`config.mk`:
```
export PLATFORM = sky130hd
export DESIGN_NAME = axil_lite_master_flat
export DESIGN_NICKNAME = d
export VERILOG_FILES = /design/src/rtl/axil_pkg.sv /design/src/rtl/axil_lite_master_if.sv /design/src/rtl/axil_watchdog.sv /design/src/rtl/axil_lite_master.sv /design/src/flat_wrapper.sv
export SDC_FILE = /design/constraint.sdc
export NUM_CORES = 1
export LEC_CHECK = 0
export BUFFER_PORTS_ARGS = -buffer_cell sky130_fd_sc_hd__buf_4
export CAP_MARGIN = 20
export CORE_ASPECT_RATIO = 0.6
export CORE_MARGIN = 1
export CORE_UTILIZATION = 30
export CTS_CLUSTER_SIZE = 14
export DETAILED_ROUTE_END_ITERATION = 7
export GPL_ROUTABILITY_DRIVEN = 0
export SLEW_MARGIN = 15
export SYNTH_ARGS = -nofsm -noshare
export SYNTH_HDL_FRONTEND = slang
export SYNTH_HIERARCHICAL = 1
export SYNTH_SLANG_ARGS = --single-unit
```
`constraint.sdc`:
```
create_clock -name aclk -period 4.5 [get_ports aclk]
set_input_delay 0.9 -clock aclk [delete_from_list [all_inputs] [get_ports aclk]]
set_output_delay 0.9 -clock aclk [all_outputs]
set_load 0.02 [all_outputs]
```
`src/rtl/axil_pkg.sv`:
```
// Shared types and AXI-Lite constants for the axil_lite_master initiator.
package axil_pkg;

    typedef enum logic [2:0] {
        IDLE,
        WR_ADDR_DATA,
        WR_RESP,
        RD_ADDR,
        RD_DATA
    } axil_master_state_t;

    localparam logic [1:0] RESP_OKAY    = 2'b00;
    localparam logic [1:0] RESP_EXOKAY  = 2'b01;
    localparam logic [1:0] RESP_SLVERR  = 2'b10;
    localparam logic [1:0] RESP_DECERR  = 2'b11;

    localparam logic [2:0] PROT_DEFAULT = 3'b000;

    function automatic logic resp_is_error(input logic [1:0] resp);
        return (resp == RESP_SLVERR) || (resp == RESP_DECERR);
    endfunction

endpackage

```
`src/rtl/axil_lite_master_if.sv`:
```
// AXI4-Lite bus bundle (AW, W, B, AR, R channels) with initiator and responder views.
interface axil_lite_master_if #(
    parameter int ADDR_WIDTH = 32,
    parameter int DATA_WIDTH = 32,
    parameter int STRB_WIDTH = DATA_WIDTH / 8
);
    logic [ADDR_WIDTH-1:0] awaddr;
    logic [2:0]            awprot;
    logic                  awvalid;
    logic                  awready;

    logic [DATA_WIDTH-1:0] wdata;
    logic [STRB_WIDTH-1:0] wstrb;
    logic                  wvalid;
    logic                  wready;

    logic [1:0]            bresp;
    logic                  bvalid;
    logic                  bready;

    logic [ADDR_WIDTH-1:0] araddr;
    logic [2:0]            arprot;
    logic                  arvalid;
    logic                  arready;

    logic [DATA_WIDTH-1:0] rdata;
    logic [1:0]            rresp;
    logic                  rvalid;
    logic                  rready;

    modport master (
        output awaddr, awprot, awvalid, input  awready,
        output wdata, wstrb, wvalid,    input  wready,
        input  bresp, bvalid,           output bready,
        output araddr, arprot, arvalid, input  arready,
        input  rdata, rresp, rvalid,    output rready
    );

    modport slave (
        input  awaddr, awprot, awvalid, output awready,
        input  wdata, wstrb, wvalid,    output wready,
        output bresp, bvalid,           input  bready,
        input  araddr, arprot, arvalid, output arready,
        output rdata, rresp, rvalid,    input  rready
    );

endinterface

```
`src/rtl/axil_watchdog.sv`:
```
// Counts cycles spent in the current non-IDLE state of axil_lite_master and flags expiry.
module axil_watchdog
    import axil_pkg::*;
#(
    parameter int TIMEOUT_CYCLES = 1024
) (
    input  logic               aclk,
    input  logic               areset,
    input  axil_master_state_t state,
    output logic               expired
);
    localparam int CW = $clog2(TIMEOUT_CYCLES + 1);

    axil_master_state_t prev_state;
    logic [CW-1:0]      count;
    logic [CW-1:0]      elapsed;

    // A state change restarts the count, so elapsed is zero in a state's first cycle.
    assign elapsed = (state != prev_state) ? '0 : count;
    assign expired = (state != IDLE) && (elapsed == CW'(TIMEOUT_CYCLES - 1));

    always_ff @(posedge aclk or posedge areset) begin
        if (areset) begin
            prev_state <= IDLE;
            count      <= '0;
        end else begin
            prev_state <= state;
            count      <= (state == IDLE) ? '0 : elapsed + 1'b1;
        end
    end

endmodule

```
`src/rtl/axil_lite_master.sv`:
```
// AXI4-Lite initiator: one CPU request at a time becomes one AXI-Lite read or write.
// Define AXIL_MASTER_TIMEOUT_EN to abort transactions whose slave stalls for TIMEOUT_CYCLES.
module axil_lite_master
    import axil_pkg::*;
#(
    parameter int ADDR_WIDTH     = 32,
    parameter int DATA_WIDTH     = 32,
    parameter int STRB_WIDTH     = DATA_WIDTH / 8,
    parameter int TIMEOUT_CYCLES = 1024
) (
    input  logic                  aclk,
    input  logic                  areset,

    input  logic                  req_valid,
    output logic                  req_ready,
    input  logic                  req_write,
    input  logic [ADDR_WIDTH-1:0] req_addr,
    input  logic [DATA_WIDTH-1:0] req_wdata,
    input  logic [STRB_WIDTH-1:0] req_wstrb,

    output logic                  resp_valid,
    output logic [DATA_WIDTH-1:0] resp_rdata,
    output logic                  resp_err,

    axil_lite_master_if.master    m_axil
);
    axil_master_state_t state;
    logic               aw_done;
    logic               w_done;

    assign m_axil.awprot = PROT_DEFAULT;
    assign m_axil.arprot = PROT_DEFAULT;

    // A channel counts as done once its valid has dropped or is handshaking now.
    assign aw_done = !m_axil.awvalid || m_axil.awready;
    assign w_done  = !m_axil.wvalid  || m_axil.wready;

`ifdef AXIL_MASTER_TIMEOUT_EN
    logic wd_expired;

    axil_watchdog #(
        .TIMEOUT_CYCLES(TIMEOUT_CYCLES)
    ) u_watchdog (
        .aclk    (aclk),
        .areset  (areset),
        .state   (state),
        .expired (wd_expired)
    );
`endif

    // NOTE: sequential state uses non-blocking assignments so every register samples
    // pre-edge values; the later timeout block overrides earlier assignments in the same edge.
    always_ff @(posedge aclk or posedge areset) begin
        if (areset) begin
            state          <= IDLE;
            req_ready      <= 1'b1;
            resp_valid     <= 1'b0;
            resp_err       <= 1'b0;
            resp_rdata     <= '0;
            m_axil.awaddr  <= '0;
            m_axil.awvalid <= 1'b0;
            m_axil.wdata   <= '0;
            m_axil.wstrb   <= '0;
            m_axil.wvalid  <= 1'b0;
            m_axil.bready  <= 1'b0;
            m_axil.araddr  <= '0;
            m_axil.arvalid <= 1'b0;
            m_axil.rready  <= 1'b0;
        end else begin
            resp_valid <= 1'b0;

            case (state)
                IDLE: begin
                    if (req_valid && req_ready) begin
                        req_ready <= 1'b0;
                        if (req_write) begin
                            m_axil.awaddr  <= req_addr;
                            m_axil.wdata   <= req_wdata;
                            m_axil.wstrb   <= req_wstrb;
                            m_axil.awvalid <= 1'b1;
                            m_axil.wvalid  <= 1'b1;
                            state          <= WR_ADDR_DATA;
                        end else begin
                            m_axil.araddr  <= req_addr;
                            m_axil.arvalid <= 1'b1;
                            state          <= RD_ADDR;
                        end
                    end
                end

                WR_ADDR_DATA: begin
                    if (m_axil.awready) m_axil.awvalid <= 1'b0;
                    if (m_axil.wready)  m_axil.wvalid  <= 1'b0;
                    if (aw_done && w_done) begin
                        m_axil.bready <= 1'b1;
                        state         <= WR_RESP;
                    end
                end

                WR_RESP: begin
                    if (m_axil.bvalid) begin
                        m_axil.bready <= 1'b0;
                        resp_valid    <= 1'b1;
                        resp_err      <= resp_is_error(m_axil.bresp);
                        req_ready     <= 1'b1;
                        state         <= IDLE;
                    end
                end

                RD_ADDR: begin
                    if (m_axil.arready) begin
                        m_axil.arvalid <= 1'b0;
                        m_axil.rready  <= 1'b1;
                        state          <= RD_DATA;
                    end
                end

                RD_DATA: begin
                    if (m_axil.rvalid) begin
                        m_axil.rready <= 1'b0;
                        resp_rdata    <= m_axil.rdata;
                        resp_valid    <= 1'b1;
                        resp_err      <= resp_is_error(m_axil.rresp);
                        req_ready     <= 1'b1;
                        state         <= IDLE;
                    end
                end

                default: begin
                    req_ready <= 1'b1;
                    state     <= IDLE;
                end
            endcase

`ifdef AXIL_MASTER_TIMEOUT_EN
            // Abandon a hung transaction: valids drop without a handshake on purpose.
            if (wd_expired) begin
                m_axil.awvalid <= 1'b0;
                m_axil.wvalid  <= 1'b0;
                m_axil.bready  <= 1'b0;
                m_axil.arvalid <= 1'b0;
                m_axil.rready  <= 1'b0;
                resp_valid     <= 1'b1;
                resp_err       <= 1'b1;
                req_ready      <= 1'b1;
                state          <= IDLE;
            end
`endif
        end
    end

endmodule

```
`src/flat_wrapper.sv`:
```
// flat-port wrapper written by rule: the top's interface ports become plain ports
module axil_lite_master_flat import axil_pkg::*;
#(
    parameter int ADDR_WIDTH     = 32,
    parameter int DATA_WIDTH     = 32,
    parameter int STRB_WIDTH     = DATA_WIDTH / 8,
    parameter int TIMEOUT_CYCLES = 1024
)
  (aclk, areset, req_valid, req_ready, req_write, req_addr, req_wdata, req_wstrb, resp_valid, resp_rdata, resp_err, m_axil_awaddr, m_axil_awprot, m_axil_awvalid, m_axil_awready, m_axil_wdata, m_axil_wstrb, m_axil_wvalid, m_axil_wready, m_axil_bresp, m_axil_bvalid, m_axil_bready, m_axil_araddr, m_axil_arprot, m_axil_arvalid, m_axil_arready, m_axil_rdata, m_axil_rresp, m_axil_rvalid, m_axil_rready);
  axil_lite_master_if #(.ADDR_WIDTH(ADDR_WIDTH), .DATA_WIDTH(DATA_WIDTH), .STRB_WIDTH(STRB_WIDTH)) m_axil_i ();
  input  logic aclk;
  input  logic areset;
  input  logic req_valid;
  output logic req_ready;
  input  logic req_write;
  input  logic [ADDR_WIDTH-1:0] req_addr;
  input  logic [DATA_WIDTH-1:0] req_wdata;
  input  logic [STRB_WIDTH-1:0] req_wstrb;
  output logic resp_valid;
  output logic [DATA_WIDTH-1:0] resp_rdata;
  output logic resp_err;
  output wire logic [$bits(m_axil_i.awaddr)-1:0] m_axil_awaddr;
  output wire logic [$bits(m_axil_i.awprot)-1:0] m_axil_awprot;
  output wire logic [$bits(m_axil_i.awvalid)-1:0] m_axil_awvalid;
  input wire logic [$bits(m_axil_i.awready)-1:0] m_axil_awready;
  output wire logic [$bits(m_axil_i.wdata)-1:0] m_axil_wdata;
  output wire logic [$bits(m_axil_i.wstrb)-1:0] m_axil_wstrb;
  output wire logic [$bits(m_axil_i.wvalid)-1:0] m_axil_wvalid;
  input wire logic [$bits(m_axil_i.wready)-1:0] m_axil_wready;
  input wire logic [$bits(m_axil_i.bresp)-1:0] m_axil_bresp;
  input wire logic [$bits(m_axil_i.bvalid)-1:0] m_axil_bvalid;
  output wire logic [$bits(m_axil_i.bready)-1:0] m_axil_bready;
  output wire logic [$bits(m_axil_i.araddr)-1:0] m_axil_araddr;
  output wire logic [$bits(m_axil_i.arprot)-1:0] m_axil_arprot;
  output wire logic [$bits(m_axil_i.arvalid)-1:0] m_axil_arvalid;
  input wire logic [$bits(m_axil_i.arready)-1:0] m_axil_arready;
  input wire logic [$bits(m_axil_i.rdata)-1:0] m_axil_rdata;
  input wire logic [$bits(m_axil_i.rresp)-1:0] m_axil_rresp;
  input wire logic [$bits(m_axil_i.rvalid)-1:0] m_axil_rvalid;
  output wire logic [$bits(m_axil_i.rready)-1:0] m_axil_rready;
  assign m_axil_awaddr = m_axil_i.awaddr;
  assign m_axil_awprot = m_axil_i.awprot;
  assign m_axil_awvalid = m_axil_i.awvalid;
  assign m_axil_i.awready = m_axil_awready;
  assign m_axil_wdata = m_axil_i.wdata;
  assign m_axil_wstrb = m_axil_i.wstrb;
  assign m_axil_wvalid = m_axil_i.wvalid;
  assign m_axil_i.wready = m_axil_wready;
  assign m_axil_i.bresp = m_axil_bresp;
  assign m_axil_i.bvalid = m_axil_bvalid;
  assign m_axil_bready = m_axil_i.bready;
  assign m_axil_araddr = m_axil_i.araddr;
  assign m_axil_arprot = m_axil_i.arprot;
  assign m_axil_arvalid = m_axil_i.arvalid;
  assign m_axil_i.arready = m_axil_arready;
  assign m_axil_i.rdata = m_axil_rdata;
  assign m_axil_i.rresp = m_axil_rresp;
  assign m_axil_i.rvalid = m_axil_rvalid;
  assign m_axil_rready = m_axil_i.rready;
  axil_lite_master #(.ADDR_WIDTH(ADDR_WIDTH), .DATA_WIDTH(DATA_WIDTH), .STRB_WIDTH(STRB_WIDTH), .TIMEOUT_CYCLES(TIMEOUT_CYCLES)) u_core (.aclk(aclk), .areset(areset), .req_valid(req_valid), .req_ready(req_ready), .req_write(req_write), .req_addr(req_addr), .req_wdata(req_wdata), .req_wstrb(req_wstrb), .resp_valid(resp_valid), .resp_rdata(resp_rdata), .resp_err(resp_err), .m_axil(m_axil_i));
endmodule
```
======== Word-level counts from Yosys, hierarchy flattened ========
Cells that the tools add are included.
storage, ports and cells
  word-level logic and storage cells ...... 92
  output and inout port bits .............. 146
  flip-flop bits (word level) ............. 143
  bits of input ports ..................... 113
cells by class
  multiplexer cells ....................... 33
  bitwise gates (word level) .............. 2
  equal/unequal tests ..................... 17
  reductions and logical operators ........ 26
operator list
  cell                  count
  $mux W1               18
  $reduce_and A4 Y1     4
  $mux W3               5
  $pmux W3 S5           1
  $reduce_and A3 Y1     5
  $ne A2 B2 Y1 const B  7
  $pmux W1 S2           7
  $reduce_bool A2 Y1    5
  $eq A2 B2 Y1 const B  4
  $eq A3 B2 Y1 const B  2
  $reduce_and A5 Y1     1
  $logic_or A1 B1 Y1    4
  $ne A2 B1 Y1 const B  2
  $pmux W1 S4           1
  $eq A3 B1 Y1 const B  1
  $eq A3 B3 Y1 const B  1
  $logic_not A3 Y1      1
  $logic_and A1 B1 Y1   2
  $logic_not A1 Y1      2
  $mux W2               1
  $not A1 Y1            2
  $reduce_and A2 Y1     1
  $reduce_or A2 Y1      1

======== Depth between registers and ports, before layout ========
Gate-level depths: netlist of the first run.
  word-level depth ........................ 5
  depth in mapped cells ................... 6
  depth with buffers taken out ............ 4

======== Worst setup path before layout of the first run ========
No wires, ideal clock.
  path kind ............................... in2reg
  start point ............................. input req_valid
  end point ............................... register u_core.m_axil.araddr[10]
  setup time .............................. 0.125 ns
  buffers on the path ..................... 1
  slack ................................... 2.404 ns
  stages .................................. 4
  data required time ...................... 4.375 ns
  arrival ................................. 1.971 ns
  cell sequence ........................... nand2_1 > nor4_4 > buf_6 > mux2_2
on the way
  word-level cells in the longest chain between the ends .. 2
RTL lines
  what                         RTL line                   RTL
  from (decl)                  flat_wrapper.sv:13         input logic req_valid;
  $logic_and A1 B1 Y1          axil_lite_master.sv:74     if (req_valid && req_ready) begin
  $reduce_and A3 Y1 (no line)  -
  to (signal assigned)         axil_lite_master.sv:84     m_axil.araddr <= req_addr;
  to (decl)                    axil_lite_master_if.sv:35  output araddr, arprot, arvalid, input arready,
No other way between the ends.
A chain may end at the register's enable or synchronous reset.

======== Final worst setup path of the first run ========
  start point ............................. register u_core.state[0]
  end point ............................... register u_core.m_axil.wdata[17]
on the way
  word-level cells in the longest chain between the ends .. 2
RTL lines
  what                         RTL line                   RTL
  from (decl)                  axil_lite_master.sv:27     axil_master_state_t state;
  from (signal assigned)       axil_lite_master.sv:55     state <= IDLE;
  from (signal assigned)       axil_lite_master.sv:82     state <= WR_ADDR_DATA;
  from (signal assigned)       axil_lite_master.sv:86     state <= RD_ADDR;
  $logic_not A3 Y1             axil_lite_master.sv:72     case (state)
  $reduce_and A3 Y1 (no line)  -
  to (signal assigned)         axil_lite_master.sv:78     m_axil.wdata <= req_wdata;
  to (decl)                    axil_lite_master_if.sv:33  output wdata, wstrb, wvalid, input wready,
No other way between the ends.

==> results_dict.tcl, run 1 <==
set metrics [dict create \
    setup_viol 0 \
    synth_edf_count 0 \
    crit_chain "or2_1, nor3_4, nand2_4, mux2_1" \
    coreArea_sq_mm 0.0182 \
    synth_top_family_by_area "multiplexers" \
    critical_path.max_stage_delay_ps 560 \
    synthXorXnorAreaFrac_pct 0 \
    setup_ws_ps 2140 \
    synth_fa_ha_area_share_pct 0 \
    cts_tree "yes" \
    ir_worst_vdd_mv 0.296 \
    vias 3737 \
    clk_latency_ps 410 \
    grt.total_usage_pct 13.8 \
    synth.area.top_cells "dfrtp_1, mux2_2, mux2_1, buf_6, buf_4" \
    row_count 38 \
    ctsRootBufferMaster "clkbuf_16" \
    drt_iter0_markers 156 \
    n_antenna_cell 0 \
    netlist_instances 350 \
    io_buffers 250 \
    avgRoutedWirePerCell_microns 15.3 \
    startpoint_type "flip-flop" \
    critPathRequiredTime_ps 4780 \
    status "finished clean" \
    drive_above_1_share_pct 64.8 \
    dr.pass1.iters 4 \
    end_kind "flip-flop" \
    yosys-top-cells-count "dfrtp_1, mux2_2, mux2_1" \
    finClkSkew_ps 11.4 \
    synth_compound_area_share_pct 2.02 \
    yosys.cell_count.top_type "dfrtp_1" \
    dp_hpwl_mm 9.63 \
    cts.htree.levels 4 \
    fin_crit_ps 2360 \
    max_freq_mhz 424 \
    worstSetupStartpoint "u_core/state[0]$_DFFE_PP0P_" \
    cp_max_fo 70 \
    powerDensity_mw_per_mm2 701 \
    relSlewSlack_pct 33.1 \
    clock-sinks 143 \
    cts_buffers 17 \
    synth_flop_cell "dfrtp_1" \
    yosysTopAreaCellShare_pct 63.6 \
    clk_pin_slew_ps 60 \
    fp.dieH_microns 108 \
    cp.arrival_ps 2640 \
    power_leakage_nw 4.32 \
    tightest_slew_ps 1000 \
    drv_cap 0 \
    syn2layout_area_growth_pct 48.6 \
    async_flop_share_pct 100 \
    ant_nets 0 \
    tns_ps 0 \
    hold_buffers 0 \
    yosys_warnings 6 \
    pre_cts_ws_ps 1810 \
    grt_pass1_vias 3852 \
    fin_nets 720 \
    synth.distinct_cells 31 \
    cts_resized 0 \
    grt_overflow 0 \
    grt_pass1_wl_mm 20.5 \
    antenna_found_initial 0 \
    fin_crit_sh_pct 52.4 \
    yosys.area.top_type "dfrtp_1" \
    io-pin-count 259 \
    cpMaxStageDelayCell "mux2_1" \
    drv_slew 0 \
    dieArea_sq_mm 0.0192 \
    synth.area.mux_share_pct 27.0 \
    initial_core_util_pct 30.7 \
    synth_simple_gate_area_share_pct 2.89 \
    grt_setup_unrepaired "false" \
    ys_seq_area_share_pct 64.1 \
    avgViaCountPerCell 4.35 \
    clockBufferDepth 2 \
    ys_ff_latch 143 \
    worstReg2RegStart "u_core/state[0]$_DFFE_PP0P_" \
    crit_type "flip-flop to flip-flop" \
    netlist_area_sq_mm 0.00558 \
    hold_class "input pin to asynchronous set/reset pin" \
    rr_worst_depth 4 \
    syn-mean-instance-area_sq_um 16.0 \
    die-width_microns 178 \
    drc 0 \
    hold_viol 0 \
    grt_max_degree 71 \
    cts_setup_buffers 0 \
    wl_mm 13.2 \
]
[per-stage QoR]
step                hold WS (ps)  cell area, sq um  util, %  total power, mW  std cells
global route                 456              8300     45.7             6.11        859
detailed placement           486              7630     42.0             4.33        827
global placement             476              7630     42.0             4.27        827
floorplan                    534              5610        -             3.22        355
CTS                          500              8280     45.6             5.89        858
finish                       452              8300     45.7             5.81        859
[power by group]
| group | total (mW) | leakage (nW) | internal [mW] | switching [mW] |
|---|---|---|---|---|
| sequential | 2.10 | 1.88 | 1.82 | 0.281 |
| clock | 1.53 | 0.311 | 0.986 | 0.545 |
| combinational | 2.18 | 2.13 | 1.07 | 1.11 |
| total | 5.81 | 4.32 | 3.87 | 1.94 |
[logic make-up (layout without fill, tap and decap cells)]
kind of cell	after synthesis	count (layout)
flops	143	143
mux	134	134
buf+inv	28	292
simple gates	26	26
compound gates	18	18
other cells	1	6
[critical path: cells and delay by family, from the launching register on]
| kind | cells | cell delay (ps) |
|---|---|---|
| AND/OR/NAND/NOR | 3 | 1100 |
| flip-flops | 1 | 500 |
| multiplexers | 1 | 560 |
[registers in the layout (all words and copies together), names as in the netlist]
register and count:
u_core/m_axil.araddr 32, u_core/m_axil.arvalid 1, u_core/m_axil.awaddr 32, u_core/m_axil.awvalid 1
u_core/m_axil.bready 1, u_core/m_axil.rready 1, u_core/m_axil.wdata 32, u_core/m_axil.wstrb 4
u_core/m_axil.wvalid 1, u_core/req_ready 1, u_core/resp_err 1, u_core/resp_rdata 32
u_core/resp_valid 1, u_core/state 3
[area by class of cell]
cell class	count	area [sq um]
clock buffers	18	429
clock inverters	13	211
fillers	1667	9870
inverters	5	22.5
multi-input cells	184	1810
flip-flops and latches	143	3580
well taps	240	300
repair buffers	256	1950
[layout by cell type (no fill, tap or decap), types with 4 or more instances in the layout]
cell / count
buf_4: 254
dfrtp_1: 142
mux2_2: 108
mux2_1: 26
clkbuf_16: 17
nand2_1: 9
a21oi_1: 6
conb_1: 6
bufinv_16: 5
o21ai_0: 5
inv_1: 4
nor2_1: 4
[layer usage]
| layer | vias up | routed length [microns] | global-route usage [%] |
|---|---|---|---|
| li1 | 1732 | - | - |
| met1 | 1849 | 5960 | 18.3 |
| met2 | 147 | 6040 | 21.2 |
| met3 | 9 | 1050 | 4.56 |
| met4 | 0 | 101 | 4.21 |
| met5 | - | 0 | 0 |
[worst paths after layout]
| path | end | slack, ps |
|---|---|---|
| min in group aclk | u_core/resp_rdata[2]$_DFFE_PP0P_ | 490 |
| hold reg to reg | u_core/resp_rdata[2]$_DFFE_PP0P_ | 490 |
| setup / recovery | u_core/m_axil.wdata[17]$_DFFE_PP0P_ | 2140 |
| max in group asynchronous | u_core/req_ready$_DFFE_PP1P_ | 2990 |
| setup reg to reg | u_core/m_axil.wdata[17]$_DFFE_PP0P_ | 2140 |
| hold / removal | u_core/resp_rdata[30]$_DFFE_PP0P_ | 450 |
Note: power is estimated with default switching activity, not from simulation.
==> run 2: changes to the inputs <==
--- a/config.mk
+++ b/config.mk
@@ -5,6 +5,7 @@
 export SDC_FILE = /design/constraint.sdc
 export NUM_CORES = 1
 export LEC_CHECK = 0
+export ABC_AREA = 1
 export BUFFER_PORTS_ARGS = -buffer_cell sky130_fd_sc_hd__buf_4
 export CAP_MARGIN = 20
 export CORE_ASPECT_RATIO = 0.6
==> constraint.sdc (replaced) <==
create_clock -name aclk -period 2.4 [get_ports aclk]
set_input_delay 0.48 -clock aclk [delete_from_list [all_inputs] [get_ports aclk]]
set_output_delay 0.48 -clock aclk [all_outputs]
set_load 0.02 [all_outputs]
==> results_dict.tcl, run 2 <==
set metrics [dict create \
    syn-mean-instance-area_sq_um 8.91 \
    worstReg2RegStart "u_core/state[1]$_DFFE_PP0P_" \
    netlist_instances 626 \
    ys_seq_area_share_pct 64.2 \
    io_buffers 250 \
    yosys_warnings 6 \
    cp_max_fo 17 \
    yosys.cell_count.top_type "nand2_1" \
    fill_cells 1832 \
    grt_overflow 0 \
    place_area_sq_mm 0.00771 \
    syn2layout_area_growth_pct 49.2 \
    coreArea_sq_mm 0.0181 \
    finClkSkew_ps 13.7 \
    multiInputGateArea_sq_mm 0.00171 \
    synth_flop_cell "dfrtp_1" \
    stdcell_area_sq_mm 0.00832 \
    async_flop_share_pct 100 \
    reg2reg_to "u_core/m_axil.rready$_DFFE_PP0P_" \
    powerDensity_mw_per_mm2 1350 \
    antenna_found_initial 0 \
    fin_util_pct 45.9 \
    hold_class "input pin to flip-flop" \
    dp_hpwl_mm 10.8 \
    hold_viol 0 \
    cp.arrival_ps 2040 \
    rr_worst_depth 7 \
    clk_pin_slew_ps 60 \
    critPathTopFamily "simple AND/OR/NAND/NOR gates" \
    placed_cells 1098 \
    critical_path.max_stage_delay_ps 440 \
    finalPower_mw 11.2 \
    cts_setup_buffers 0 \
    drive_above_1_share_pct 33.4 \
    fin_crit_ps 1750 \
    ys_ff_latch 143 \
    clk_latency_ps 410 \
    critPathRequiredTime_ps 2690 \
    final_common_cell "nand2_1" \
    tns_ps 0 \
    grt_pass1_vias 4612 \
    layout_common_cells "nand2_1, buf_4, dfrtp_1" \
    n_antenna_cell 0 \
    max_freq_mhz 572 \
    io-pin-count 259 \
    cts_tree "yes" \
    pre_cts_ws_ps 645 \
    die-width_microns 178 \
    seq_area_sq_mm 0.00358 \
    dr.pass1.iters 4 \
    synth_edf_count 0 \
    initial_core_util_pct 30.8 \
    grt_max_degree 85 \
    fin_cells 1131 \
    fin_nets 991 \
    yosysTopAreaCellShare_pct 63.7 \
    ctsRootBufferMaster "clkbuf_16" \
    grt_setup_unrepaired "false" \
    crit_type "flip-flop to flip-flop" \
    synth.area.top_cells "dfrtp_1, nand2_1, o21ai_0, nand3_1, inv_1" \
    status "finished clean" \
    cts_resized 0 \
    hold_buffers 1 \
    grt.total_usage_pct 16.5 \
    drv_cap 0 \
    crit_chain "nor2_4, nand3_1, inv_1, buf_4, o21ai_0, nand2_1, nand2_1" \
    yosys.area.top_type "dfrtp_1" \
    fp.dieH_microns 108 \
    clockBufferDepth 2 \
    avgRoutedWirePerCell_microns 13.7 \
    cp_common_cell "nand2_1" \
    wl_mm 15.5 \
    fin_crit_sh_pct 72.9 \
    yosys-top-cells-count "nand2_1, dfrtp_1, o21ai_0" \
    drv_slew 0 \
    holdCritStartpoint "m_axil_wready" \
    startpoint_type "flip-flop" \
    vias 4775 \
    synth.distinct_cells 23 \
    cp_num_buf_inv 2 \
    netlist_area_sq_mm 0.00558 \
    whs_endpoint "u_core/m_axil.wvalid$_DFFE_PP0P_" \
    end_kind "flip-flop" \
    holdPathStages 2 \
    dieArea_sq_mm 0.0192 \
    ir_worst_vdd_mv 0.452 \
    setup_ws_ps 650 \
    drt_iter0_markers 219 \
    setup_viol 0 \
    avgViaCountPerCell 4.22 \
    power_leakage_nw 4.68 \
    cts.htree.levels 4 \
    row_count 38 \
    grt_pass1_wl_mm 24.2 \
    ant_nets 0 \
    holdWs_ps 250 \
    cpMaxStageDelayCell "dfrtp_1" \
    clock-sinks 143 \
    drc 0 \
    r2r_slack_ps 650 \
    cts_buffers 17 \
]
## run 2: cells by family (layout without fill, tap and decap cells)
| kind of cell | Yosys count | after routing | synth area share [%] |
|---|---|---|---|
| flip-flops | 143 | 143 | 64.2 |
| AO/OA/AOI/OAI | 44 | 44 | 4.08 |
| other | 1 | 6 | 0.0672 |
| AND/OR/NAND/NOR | 372 | 372 | 26.2 |
| buffers and inverters | 66 | 326 | 5.45 |
## run 2: layer usage
| metal | track usage, % | routed length [microns] | part of all wire, % |
|---|---|---|---|
| met5 | 0 | 0 | 0 |
| met4 | 4.46 | 93 | 0.60 |
| met1 | 22.6 | 7380 | 48 |
| met3 | 7.06 | 1620 | 10 |
| met2 | 23.5 | 6370 | 41 |
## run 2: how the worst max path moves through the flow
stage | startpoint | cells past startpoint | endpoint | slack [ps]
2_1_floorplan | areset | 1 | u_core/m_axil.araddr[0]$_DFFE_PP0P_ | 130
3_3_place_gp | u_core/state[1]$_DFFE_PP0P_ | 7 | u_core/m_axil.rready$_DFFE_PP0P_ | 630
3_5_place_dp | u_core/state[1]$_DFFE_PP0P_ | 7 | u_core/m_axil.rready$_DFFE_PP0P_ | 650
4_1_cts | u_core/state[1]$_DFFE_PP0P_ | 7 | u_core/m_axil.rready$_DFFE_PP0P_ | 620
5_1_grt | u_core/state[1]$_DFFE_PP0P_ | 7 | u_core/m_axil.rready$_DFFE_PP0P_ | 390
6_report | u_core/state[1]$_DFFE_PP0P_ | 7 | u_core/m_axil.rready$_DFFE_PP0P_ | 650
## run 2: cell type report
| class | count | area share (%) |
|---|---|---|
| clock buffer | 20 | 5.25 |
| sequential | 143 | 43.0 |
| clock inverter | 12 | 1.94 |
| tap | 240 | 3.61 |
| inverter | 32 | 1.49 |
| timing repair buffer | 262 | 24.1 |
| multi-input combinational | 422 | 20.6 |
## run 2: report_power, final
part / switching, mW / internal [mW]
combinational: 2.67 / 1.86
clock: 1.05 / 1.65
sequential: 0.573 / 3.42
total: 4.29 / 6.93
==> run 3: changes to the inputs <==
--- a/config.mk
+++ b/config.mk
@@ -5,7 +5,7 @@
 export SDC_FILE = /design/constraint.sdc
 export NUM_CORES = 1
 export LEC_CHECK = 0
-export ABC_AREA = 1
+export ABC_AREA = 0
 export BUFFER_PORTS_ARGS = -buffer_cell sky130_fd_sc_hd__buf_4
 export CAP_MARGIN = 20
 export CORE_ASPECT_RATIO = 0.6
==> constraint.sdc (replaced) <==
create_clock -name aclk -period 1.5 [get_ports aclk]
set_input_delay 0.3 -clock aclk [delete_from_list [all_inputs] [get_ports aclk]]
set_output_delay 0.3 -clock aclk [all_outputs]
set_load 0.02 [all_outputs]
==> results_dict.tcl, run 3 (same netlist as run 1, synthesis figures left out) <==
set metrics [dict create \
    ctsRootBufferMaster "clkbuf_16" \
    clk_latency_ps 420 \
    grt_setup_unrepaired "true" \
    die-width_microns 178 \
    ir_worst_vdd_mv 1.09 \
    drv_slew 0 \
    setup_viol 133 \
    initial_core_util_pct 30.7 \
    critPathRequiredTime_ps 1810 \
    io_buffers 250 \
    cp_max_fo 10 \
    whs_endpoint "u_core/m_axil.wvalid$_DFFE_PP0P_" \
    crit_type "flip-flop to flip-flop" \
    drt_iter0_markers 130 \
    status "finished with violations" \
    syn2layout_area_growth_pct 63.0 \
    fin_nets 745 \
    cp.arrival_ps 1970 \
    stdcell_area_sq_mm 0.00910 \
    finalPower_mw 18.2 \
    powerDensity_mw_per_mm2 2000 \
    end_kind "flip-flop" \
    clock-sinks 143 \
    cts_tree "yes" \
    final_common_cell "buf_4" \
    r2r_slack_ps -160 \
    fin_crit_sh_pct 111 \
    violations "setup timing" \
    drv_cap 0 \
    drive_above_1_share_pct 71.2 \
    drc 0 \
    grt_max_degree 78 \
    grt_pass1_vias 4198 \
    internal_power_mw 12.1 \
    p_sw_mw 6.09 \
    cts_buffers 17 \
    vias 3907 \
    max_freq_mhz 603 \
    worstReg2RegStart "u_core/req_ready$_DFFE_PP1P_" \
    io-pin-count 259 \
    clockBufferDepth 2 \
    avgRoutedWirePerCell_microns 17.8 \
    reg2reg_to "u_core/m_axil.awaddr[7]$_DFFE_PP0P_" \
    setup_ws_ps -159 \
    place_area_sq_mm 0.00799 \
    seq_area_sq_mm 0.00358 \
    pwr-share-clk_pct 25.3 \
    combPwrFrac_pct 39.4 \
    holdPathStages 2 \
    fin_util_pct 50.1 \
    antenna_found_initial 0 \
    hold_viol 0 \
    fin_cells 885 \
    switching_share_pct 33.5 \
    dr.pass1.iters 4 \
    startpoint_type "flip-flop" \
    power_leakage_nw 4.73 \
    finClkSkew_ps 6.93 \
    fin_crit_ps 1660 \
    holdCritStartpoint "m_axil_wready" \
    wl_mm 15.7 \
    dieArea_sq_mm 0.0192 \
    row_count 38 \
    clk_pin_slew_ps 60 \
    fill_cells 1602 \
    n_antenna_cell 0 \
    grt_overflow 0 \
    ant_nets 0 \
    coreArea_sq_mm 0.0182 \
    seqPwrFrac_pct 35.3 \
    fp.dieH_microns 108 \
    multiInputGateArea_sq_mm 0.00217 \
    tns_ps -16090 \
    cts.htree.levels 4 \
    layout_common_cells "buf_4, dfrtp_1, mux2_4" \
    hold_class "input pin to flip-flop" \
    avgViaCountPerCell 4.41 \
    grt_pass1_wl_mm 22.5 \
    grt.total_usage_pct 15.6 \
    dp_hpwl_mm 10.4 \
    rr_worst_depth 5 \
    placed_cells 837 \
]
-- run 3: cell types whose count changed in the layout (fill, tap and decap cells not counted), moves of 4 or more --
cell	previous run	this run
o21ai_0	38	5
buf_6	0	7
inv_6	2	6
clkbuf_16	17	22
nand2_1	338	8
buf_12	3	7
mux2_2	0	46
nand3_1	23	1
inv_1	29	4
mux2_4	0	88
-- run 3: how the worst max path moves through the flow --
stage                                            start  cells past startpoint                                   end  slack (ps)
after global routing      u_core/req_ready$_DFFE_PP1P_                      5  u_core/m_axil.awaddr[27]$_DFFE_PP0P_        -210
after CTS                 u_core/req_ready$_DFFE_PP1P_                      5  u_core/m_axil.araddr[17]$_DFFE_PP0P_        -150
after detailed placement  u_core/req_ready$_DFFE_PP1P_                      4  u_core/m_axil.araddr[17]$_DFFE_PP0P_        -210
after global placement    u_core/req_ready$_DFFE_PP1P_                      4  u_core/m_axil.araddr[24]$_DFFE_PP0P_        -210
after floorplan                                 areset                      1   u_core/m_axil.araddr[0]$_DFFE_PP0P_        -590
final                     u_core/req_ready$_DFFE_PP1P_                      5   u_core/m_axil.awaddr[7]$_DFFE_PP0P_        -160
-- run 3: metal layers --
layer  routed length [microns]  vias up  track usage [%]
li1                          -     1788                -
met1                      7940     1964             22.2
met2                      6610      137             22.0
met3                       951       18             4.38
met4                       227        0             6.65
met5                         0        -                0
-- run 3: worst max-delay path, stage by stage (launching register included) --
cell       delay (ps)
dfstp_2           550
nand2_4            70
nor3_4            190
nand2_4           180
clkbuf_16         230
mux2_4            300
-- run 3: area by class of cell --
cell class	instances	share of cell area (%)
Clock buffer	18	4.83
Clock inverter	14	2.20
Inverter	5	0.248
Multi-Input combinational cell	184	23.8
Sequential cell	143	39.4
Tap cell	240	3.30
Timing Repair Buffer	281	26.3
-- run 3: through the flow --
stage / setup slack (ps) / hold WS [ps]
after floorplan: -590 / 395
after detailed placement: -215 / 459
after global placement: -209 / 459
after CTS: -146 / 37.3
final: -159 / 49.2
after global routing: -208 / 37.9
-- run 3: power by group through the flow --
stage	registers, mW	logic (mW)	clock network (mW)
after global placement	6.37	7.02	0
after global routing	6.62	7.51	4.88
final	6.42	7.17	4.61
after detailed placement	6.44	7.09	0
after CTS	6.42	7.12	4.74
after floorplan	8.30	1.84	0
-- run 3: what timing repair did --
item	4_1_cts	5_1_grt
endpoints found under the setup margin	135	135
cloned	2	7
setup buffers	4	3
hold buffers	1	0
resized for setup	17	37
endpoints found under the hold margin	3	0
pin swaps	1	2
